## config.mk

```make
export PLATFORM = sky130hd
export DESIGN_NAME = pll_spi_arbiter_flat
export DESIGN_NICKNAME = d
export VERILOG_FILES = /design/src/rtl/pll_spi_pkg.sv /design/src/rtl/pll_spi_arbiter_if.sv /design/src/rtl/pll_spi_rr_pick.sv /design/src/rtl/pll_spi_arbiter.sv /design/src/flat_wrapper.sv
export SDC_FILE = /design/constraint.sdc
export NUM_CORES = 1
export LEC_CHECK = 0
export BUFFER_PORTS_ARGS = -buffer_cell sky130_fd_sc_hd__buf_2
export CORE_AREA = 2 2 55 108
export DETAILED_ROUTE_END_ITERATION = 10
export DIE_AREA = 0 0 57 110
export PLACE_DENSITY = 0.76
export SLEW_MARGIN = 25
export SYNTH_ARGS = -nofsm -noshare
export SYNTH_HDL_FRONTEND = slang
export SYNTH_HIERARCHICAL = 1
export SYNTH_SLANG_ARGS = --single-unit
```

## constraint.sdc

```tcl
create_clock -name clk -period 2 [get_ports clk]
set_input_delay 0.2 -clock clk [delete_from_list [all_inputs] [get_ports clk]]
set_output_delay 0.2 -clock clk [all_outputs]
set_load 0.1 [all_outputs]
```

## src/rtl/pll_spi_pkg.sv

```systemverilog
// Shared types and constants for the PLL SPI engine arbiter.
// Engine command widths, FSM state encoding and default watchdog limit.
package pll_spi_pkg;

    typedef enum logic [1:0] {
        IDLE  = 2'd0,
        SETUP = 2'd1,
        ACK   = 2'd2,
        WAIT  = 2'd3
    } state_t;

    localparam int ADDR_W      = 8;
    localparam int DATA_W      = 8;
    localparam int TIMEOUT_DEF = 100000;

endpackage

```

## src/rtl/pll_spi_arbiter_if.sv

```systemverilog
// Requester and SPI byte engine signal bundle for pll_spi_arbiter.
// master = arbiter side, slave = requesters plus engine side.
interface pll_spi_arbiter_if
    import pll_spi_pkg::*;
#(
    parameter int NREQ    = 2,
    parameter int GRANT_W = 3
) ();

    logic [NREQ-1:0]        req_valid;
    logic [NREQ-1:0]        req_write;
    logic [ADDR_W*NREQ-1:0] req_addr;
    logic [DATA_W*NREQ-1:0] req_wdata;
    logic [NREQ-1:0]        req_lock;
    logic [NREQ-1:0]        req_ready;
    logic [NREQ-1:0]        rsp_valid;
    logic [DATA_W-1:0]      rsp_rdata;
    logic                   rsp_err;
    logic                   if_read;
    logic                   if_write;
    logic [ADDR_W-1:0]      if_addr;
    logic [DATA_W-1:0]      if_wdata;
    logic                   if_reset;
    logic [DATA_W-1:0]      if_rdata;
    logic                   if_done;
    logic                   busy;
    logic [GRANT_W-1:0]     grant_id;

    modport master (
        input  req_valid, req_write, req_addr, req_wdata, req_lock,
        input  if_rdata, if_done,
        output req_ready, rsp_valid, rsp_rdata, rsp_err,
        output if_read, if_write, if_addr, if_wdata, if_reset,
        output busy, grant_id
    );

    modport slave (
        output req_valid, req_write, req_addr, req_wdata, req_lock,
        output if_rdata, if_done,
        input  req_ready, rsp_valid, rsp_rdata, rsp_err,
        input  if_read, if_write, if_addr, if_wdata, if_reset,
        input  busy, grant_id
    );

endinterface

```

## src/rtl/pll_spi_rr_pick.sv

```systemverilog
// Combinational round-robin picker: first eligible requester after i_last.
// Eligibility is the request vector gated by the lock mask.
module pll_spi_rr_pick #(
    parameter int NREQ    = 2,
    parameter int GRANT_W = 3
) (
    input  logic [NREQ-1:0]    i_req,
    input  logic [GRANT_W-1:0] i_last,
    input  logic [NREQ-1:0]    i_mask,
    output logic [GRANT_W-1:0] o_idx,
    output logic               o_found
);

    logic [NREQ-1:0] w_elig;
    int              w_last;
    int              w_best;

    assign w_elig = i_req & i_mask;
    assign w_last = int'(i_last) % NREQ;

    // Distance 0 is the requester right after the last grant.
    always_comb begin
        o_idx   = '0;
        o_found = 1'b0;
        w_best  = NREQ;
        for (int j = 0; j < NREQ; j++) begin
            if (w_elig[j] &&
                ((j - w_last - 1 + NREQ) % NREQ) < w_best) begin
                w_best  = (j - w_last - 1 + NREQ) % NREQ;
                o_idx   = GRANT_W'(j);
                o_found = 1'b1;
            end
        end
    end

endmodule

```

## src/rtl/pll_spi_arbiter.sv

```systemverilog
// Shares one PLL SPI byte engine between NREQ requesters, round-robin,
// with per-requester lock and a launch-to-done watchdog.
module pll_spi_arbiter
    import pll_spi_pkg::*;
#(
    parameter int NREQ    = 2,
    parameter int TIMEOUT = TIMEOUT_DEF,
    parameter int GRANT_W = 3
) (
    input  logic                clk,
    input  logic                reset,
    pll_spi_arbiter_if.master   bus
);

    localparam int CNT_W = $clog2(TIMEOUT + 1);
    localparam logic [CNT_W-1:0] LAST_CNT = CNT_W'(TIMEOUT - 1);

    state_t              r_state, w_state;
    logic                r_if_read, w_if_read;
    logic                r_if_write, w_if_write;
    logic [ADDR_W-1:0]   r_if_addr, w_if_addr;
    logic [DATA_W-1:0]   r_if_wdata, w_if_wdata;
    logic                r_if_reset, w_if_reset;
    logic [NREQ-1:0]     r_req_ready, w_req_ready;
    logic [NREQ-1:0]     r_rsp_valid, w_rsp_valid;
    logic [DATA_W-1:0]   r_rsp_rdata, w_rsp_rdata;
    logic                r_rsp_err, w_rsp_err;
    logic                r_busy;
    logic [GRANT_W-1:0]  r_grant, w_grant;
    logic                r_lock_act, w_lock_act;
    logic [GRANT_W-1:0]  r_lock_owner, w_lock_owner;
    logic [CNT_W-1:0]    r_cnt, w_cnt;

    logic [NREQ-1:0]     w_mask;
    logic [GRANT_W-1:0]  w_pick;
    logic                w_found;
    logic [NREQ-1:0]     w_pick_oh;
    logic [NREQ-1:0]     w_grant_oh;
    logic                w_fin;
    logic                w_to;

    assign w_mask     = r_lock_act ? (NREQ'(1) << r_lock_owner)
                                   : {NREQ{1'b1}};
    assign w_pick_oh  = NREQ'(1) << w_pick;
    assign w_grant_oh = NREQ'(1) << r_grant;

    pll_spi_rr_pick #(
        .NREQ    (NREQ),
        .GRANT_W (GRANT_W)
    ) u_pick (
        .i_req   (bus.req_valid),
        .i_last  (r_grant),
        .i_mask  (w_mask),
        .o_idx   (w_pick),
        .o_found (w_found)
    );

    always_comb begin
        w_state      = r_state;
        w_if_read    = r_if_read;
        w_if_write   = r_if_write;
        w_if_addr    = r_if_addr;
        w_if_wdata   = r_if_wdata;
        w_if_reset   = r_if_reset;
        w_req_ready  = '0;
        w_rsp_valid  = '0;
        w_rsp_rdata  = r_rsp_rdata;
        w_rsp_err    = r_rsp_err;
        w_grant      = r_grant;
        w_lock_act   = r_lock_act;
        w_lock_owner = r_lock_owner;
        w_cnt        = r_cnt;
        w_fin        = 1'b0;
        w_to         = 1'b0;
        unique case (r_state)
            IDLE: begin
                w_if_reset = 1'b1;
                w_if_read  = 1'b0;
                w_if_write = 1'b0;
                if (w_found) begin
                    w_grant     = w_pick;
                    w_if_write  = |(bus.req_write & w_pick_oh);
                    w_if_read   = ~|(bus.req_write & w_pick_oh);
                    w_if_addr   = ADDR_W'(bus.req_addr >>
                                          (ADDR_W * int'(w_pick)));
                    w_if_wdata  = DATA_W'(bus.req_wdata >>
                                          (DATA_W * int'(w_pick)));
                    w_req_ready = w_pick_oh;
                    w_state     = SETUP;
                end
            end
            SETUP: begin
                w_if_reset = 1'b0;
                w_cnt      = '0;
                w_state    = ACK;
            end
            ACK: begin
                w_cnt = r_cnt + 1'b1;
                if (r_cnt == LAST_CNT) w_to = 1'b1;
                else if (!bus.if_done) w_state = WAIT;
            end
            WAIT: begin
                w_cnt = r_cnt + 1'b1;
                if (bus.if_done) w_fin = 1'b1;
                else if (r_cnt == LAST_CNT) w_to = 1'b1;
            end
            default: w_state = IDLE;
        endcase
        // Completion and watchdog abort share one exit path.
        if (w_fin || w_to) begin
            w_rsp_valid  = w_grant_oh;
            w_rsp_rdata  = w_to ? '0 : bus.if_rdata;
            w_rsp_err    = w_to;
            w_if_reset   = 1'b1;
            w_if_read    = 1'b0;
            w_if_write   = 1'b0;
            w_lock_act   = |(bus.req_lock & w_grant_oh);
            w_lock_owner = r_grant;
            w_state      = IDLE;
        end
    end

    always_ff @(posedge clk) begin
        if (reset) begin
            r_state      <= IDLE;
            r_if_read    <= 1'b0;
            r_if_write   <= 1'b0;
            r_if_addr    <= '0;
            r_if_wdata   <= '0;
            r_if_reset   <= 1'b1;
            r_req_ready  <= '0;
            r_rsp_valid  <= '0;
            r_rsp_rdata  <= '0;
            r_rsp_err    <= 1'b0;
            r_busy       <= 1'b0;
            r_grant      <= GRANT_W'(NREQ - 1);
            r_lock_act   <= 1'b0;
            r_lock_owner <= '0;
            r_cnt        <= '0;
        end else begin
            r_state      <= w_state;
            r_if_read    <= w_if_read;
            r_if_write   <= w_if_write;
            r_if_addr    <= w_if_addr;
            r_if_wdata   <= w_if_wdata;
            r_if_reset   <= w_if_reset;
            r_req_ready  <= w_req_ready;
            r_rsp_valid  <= w_rsp_valid;
            r_rsp_rdata  <= w_rsp_rdata;
            r_rsp_err    <= w_rsp_err;
            r_busy       <= (w_state != IDLE);
            r_grant      <= w_grant;
            r_lock_act   <= w_lock_act;
            r_lock_owner <= w_lock_owner;
            r_cnt        <= w_cnt;
        end
    end

    assign bus.if_read   = r_if_read;
    assign bus.if_write  = r_if_write;
    assign bus.if_addr   = r_if_addr;
    assign bus.if_wdata  = r_if_wdata;
    assign bus.if_reset  = r_if_reset;
    assign bus.req_ready = r_req_ready;
    assign bus.rsp_valid = r_rsp_valid;
    assign bus.rsp_rdata = r_rsp_rdata;
    assign bus.rsp_err   = r_rsp_err;
    assign bus.busy      = r_busy;
    assign bus.grant_id  = r_grant;

endmodule

```

## src/flat_wrapper.sv

```systemverilog
// flat-port wrapper written by rule: the top's interface ports become plain ports
module pll_spi_arbiter_flat import pll_spi_pkg::*;
#(
    parameter int NREQ    = 2,
    parameter int TIMEOUT = TIMEOUT_DEF,
    parameter int GRANT_W = 3
)
  (clk, reset, bus_req_valid, bus_req_write, bus_req_addr, bus_req_wdata, bus_req_lock, bus_if_rdata, bus_if_done, bus_req_ready, bus_rsp_valid, bus_rsp_rdata, bus_rsp_err, bus_if_read, bus_if_write, bus_if_addr, bus_if_wdata, bus_if_reset, bus_busy, bus_grant_id);
  pll_spi_arbiter_if #(.NREQ(NREQ), .GRANT_W(GRANT_W)) bus_i ();
  input  logic clk;
  input  logic reset;
  input wire logic [$bits(bus_i.req_valid)-1:0] bus_req_valid;
  input wire logic [$bits(bus_i.req_write)-1:0] bus_req_write;
  input wire logic [$bits(bus_i.req_addr)-1:0] bus_req_addr;
  input wire logic [$bits(bus_i.req_wdata)-1:0] bus_req_wdata;
  input wire logic [$bits(bus_i.req_lock)-1:0] bus_req_lock;
  input wire logic [$bits(bus_i.if_rdata)-1:0] bus_if_rdata;
  input wire logic [$bits(bus_i.if_done)-1:0] bus_if_done;
  output wire logic [$bits(bus_i.req_ready)-1:0] bus_req_ready;
  output wire logic [$bits(bus_i.rsp_valid)-1:0] bus_rsp_valid;
  output wire logic [$bits(bus_i.rsp_rdata)-1:0] bus_rsp_rdata;
  output wire logic [$bits(bus_i.rsp_err)-1:0] bus_rsp_err;
  output wire logic [$bits(bus_i.if_read)-1:0] bus_if_read;
  output wire logic [$bits(bus_i.if_write)-1:0] bus_if_write;
  output wire logic [$bits(bus_i.if_addr)-1:0] bus_if_addr;
  output wire logic [$bits(bus_i.if_wdata)-1:0] bus_if_wdata;
  output wire logic [$bits(bus_i.if_reset)-1:0] bus_if_reset;
  output wire logic [$bits(bus_i.busy)-1:0] bus_busy;
  output wire logic [$bits(bus_i.grant_id)-1:0] bus_grant_id;
  assign bus_i.req_valid = bus_req_valid;
  assign bus_i.req_write = bus_req_write;
  assign bus_i.req_addr = bus_req_addr;
  assign bus_i.req_wdata = bus_req_wdata;
  assign bus_i.req_lock = bus_req_lock;
  assign bus_i.if_rdata = bus_if_rdata;
  assign bus_i.if_done = bus_if_done;
  assign bus_req_ready = bus_i.req_ready;
  assign bus_rsp_valid = bus_i.rsp_valid;
  assign bus_rsp_rdata = bus_i.rsp_rdata;
  assign bus_rsp_err = bus_i.rsp_err;
  assign bus_if_read = bus_i.if_read;
  assign bus_if_write = bus_i.if_write;
  assign bus_if_addr = bus_i.if_addr;
  assign bus_if_wdata = bus_i.if_wdata;
  assign bus_if_reset = bus_i.if_reset;
  assign bus_busy = bus_i.busy;
  assign bus_grant_id = bus_i.grant_id;
  pll_spi_arbiter #(.NREQ(NREQ), .TIMEOUT(TIMEOUT), .GRANT_W(GRANT_W)) u_core (.clk(clk), .reset(reset), .bus(bus_i));
endmodule
```

==> impl_metrics.yaml <==
global_routing:
  grt_pass1_vias: 2339
  track_usage: 0.209
  grt_max_degree: 31
  grt_overflow: 0
  grt_antenna_before_repair: 0
  grt_pass1_wl_um: 10100
critical_path:
  rr_worst_depth: 4
  crit_arrival_ns: 2.15
  path_max_fanout: 10
  endpoint_kind: "flop"
  cp-start-kind: "flop"
  path_class: "flop to flop"
  cp.required_ns: 2.22
timing:
  fin_crit_sh: 0.966
  layout_min_cycle_time_ns: 1.93
  worstMarginPinSlew_ns: 0.544
  relSlewSlack: 0.637
  skew_ns: 0.00757
  setup-violations-final: 0
  drv_slew: 0
  layout_setup_ws_ns: 0.0689
  max_freq_mhz: 518
  hold_violations: 0
  tns_ns: 0
placed_design:
  place_area_um2: 3110
  hpwlAfterDp_um: 4830
  dp_cells: 412
  dp_slack_ns: -0.00724
  gp_congestion: 0.798
  port_buffers: 84
die:
  die_area_um2: 6270
  initial_core_util: 0.485
  die_y_um: 110
  ioPinCount: 85
  dieWidth_um: 57
  row_count: 38
  core-area_um2: 5420
cts:
  hold_buffers: 0
  cts_tree: "yes"
  cts.clk_slew.worst_paths_ns: 0.07
  postCtsSetupRepairBufs: 0
  cts_buffer_depth: 2
  cts_buffers: 9
  cts_root_buffer: "clkbuf_8"
  htree_levels: 3
  clock_latency_ns: 0.33
  cts.sinks: 59
  post_cts_resized: 1
drt:
  drt_iter0_drc: 78
  via_count: 2392
  dr.pass1.iters: 4
  wl_per_cell_um: 15.0
  drt_wl_total_um: 6410
  vias_per_cell: 5.60
  ant_nets: 0
  drc: 0
cells_and_area:
  layout.cells.non_filler: 427
  drive_above_1_share: 0.379
  n_antenna_cell: 0
  syn_to_final_growth_pct: 26.8
  mostFrequentLayoutCells: "84 x buf_2, 58 x dfxtp_1, 26 x nand2_1"
  nNetsFinal: 413
  final_common_cell: "buf_2"
  postLayoutCellArea_um2: 3330
yosys:
  synth-seq-area-share: 0.449
  async_flop_share: 0
  syn_area_per_cell_um2: 9.39
  ys_types: 48
  ys_warn_count: 6
  ys.flop_type: "dfxtp_1"
  synth_largest_area_cell: "dfxtp_1"
  ys_ff_latch: 59
  synthCells: 280
  synthTopCellsByArea: "dfxtp_1 45%, mux2_2 7.3%, a22oi_1 4.9%"
  syn_area_um2: 2630
  synth_top_area_frac: 0.449
  synth_edf_count: 0
run:
  cap_violations: 0
status:
  outcome: "finished clean"
pwr:
  peakVddDrop_mv: 0.594
  power.density_nw_per_um2: 848
  p_leak_nw: 1.42
  finalPower_mw: 2.83
hold_path:
  min_path_type: "input port to flop"
  min_path_cells: 2
-- registers in the layout, summed over array words and instances (netlist names) --
register,cells
u_core/bus.rsp_err,1
u_core/bus.if_wdata,8
u_core/bus.rsp_valid,2
u_core/r_state,2
u_core/bus.if_addr,8
u_core/bus.if_reset,1
u_core/bus.grant_id,3
u_core/bus.busy,1
u_core/bus.req_ready,2
u_core/bus.rsp_rdata,8
u_core/bus.if_write,1
u_core/r_cnt,17
u_core/r_lock_act,1
u_core/r_lock_owner,3
u_core/bus.if_read,1
-- logic make-up after synthesis --
logic type      after synthesis  synth area share
xor+xnor                      3            0.0100
buf+inv                      24            0.0414
simple gates                106             0.217
other cells                   1           0.00143
mux                          25             0.103
compound gates               61             0.173
flops                        59             0.449
fa+ha+maj                     1           0.00476
-- critical path: stages, from the launching register on --
cell,delay (ns)
dfxtp_1,0.46
or4b_4,0.52
nor3_4,0.34
a311oi_4,0.22
a22o_1,0.29
-- cell type report --
class	count	area, um2
Clock inverter	5	55.1
Inverter	2	7.51
Tap cell	60	75.1
Clock buffer	10	128
Multi-Input combinational cell	198	1380
Fill cell	492	2090
Sequential cell	59	1180
Timing Repair Buffer	93	504
-- Yosys cell counts, types with 5 or more instances --
library cell  instances
a22oi_1              17
nor3_1               10
mux2_2               17
a22o_1                8
o21ai_0               5
a21oi_1              10
clkbuf_1             17
nand2_1              26
dfxtp_1              59
a31oi_1               6
nor2_1               25
nand2b_1              9
mux2i_1               8
-- power by group --
part	internal, mW	switching, mW
Clock	0.563	0.439
Sequential	1.22	0.0385
Combinational	0.172	0.401
-- per-stage QoR --
step	hold WS (ns)	utilization
global placement	0.410	0.575
finish	0.0800	0.615
CTS	0.0609	0.608
floorplan	0.312	-
detailed placement	0.417	0.575
global route	0.0722	0.615
-- final timing paths --
check / startpoint / to / slack (ns)
setup / recovery: u_core/r_cnt[4] / u_core/bus.rsp_rdata[2] / 0.07
hold / removal: bus_if_rdata[7] / u_core/bus.rsp_rdata[7] / 0.08
setup reg to reg: u_core/r_cnt[4] / u_core/bus.rsp_rdata[2] / 0.07
hold reg to reg: u_core/bus.rsp_rdata[5] / u_core/bus.rsp_rdata[5] / 0.48
-- per-layer routing --
layer	share of wire	track usage	vias to the layer above
li1	-	-	1181
met2	0.58	0.397	68
met5	0	0	-
met3	0.045	0.0653	12
met4	0.018	0.0997	0
met1	0.36	0.198	1131
(Power assumes the default switching activity.)
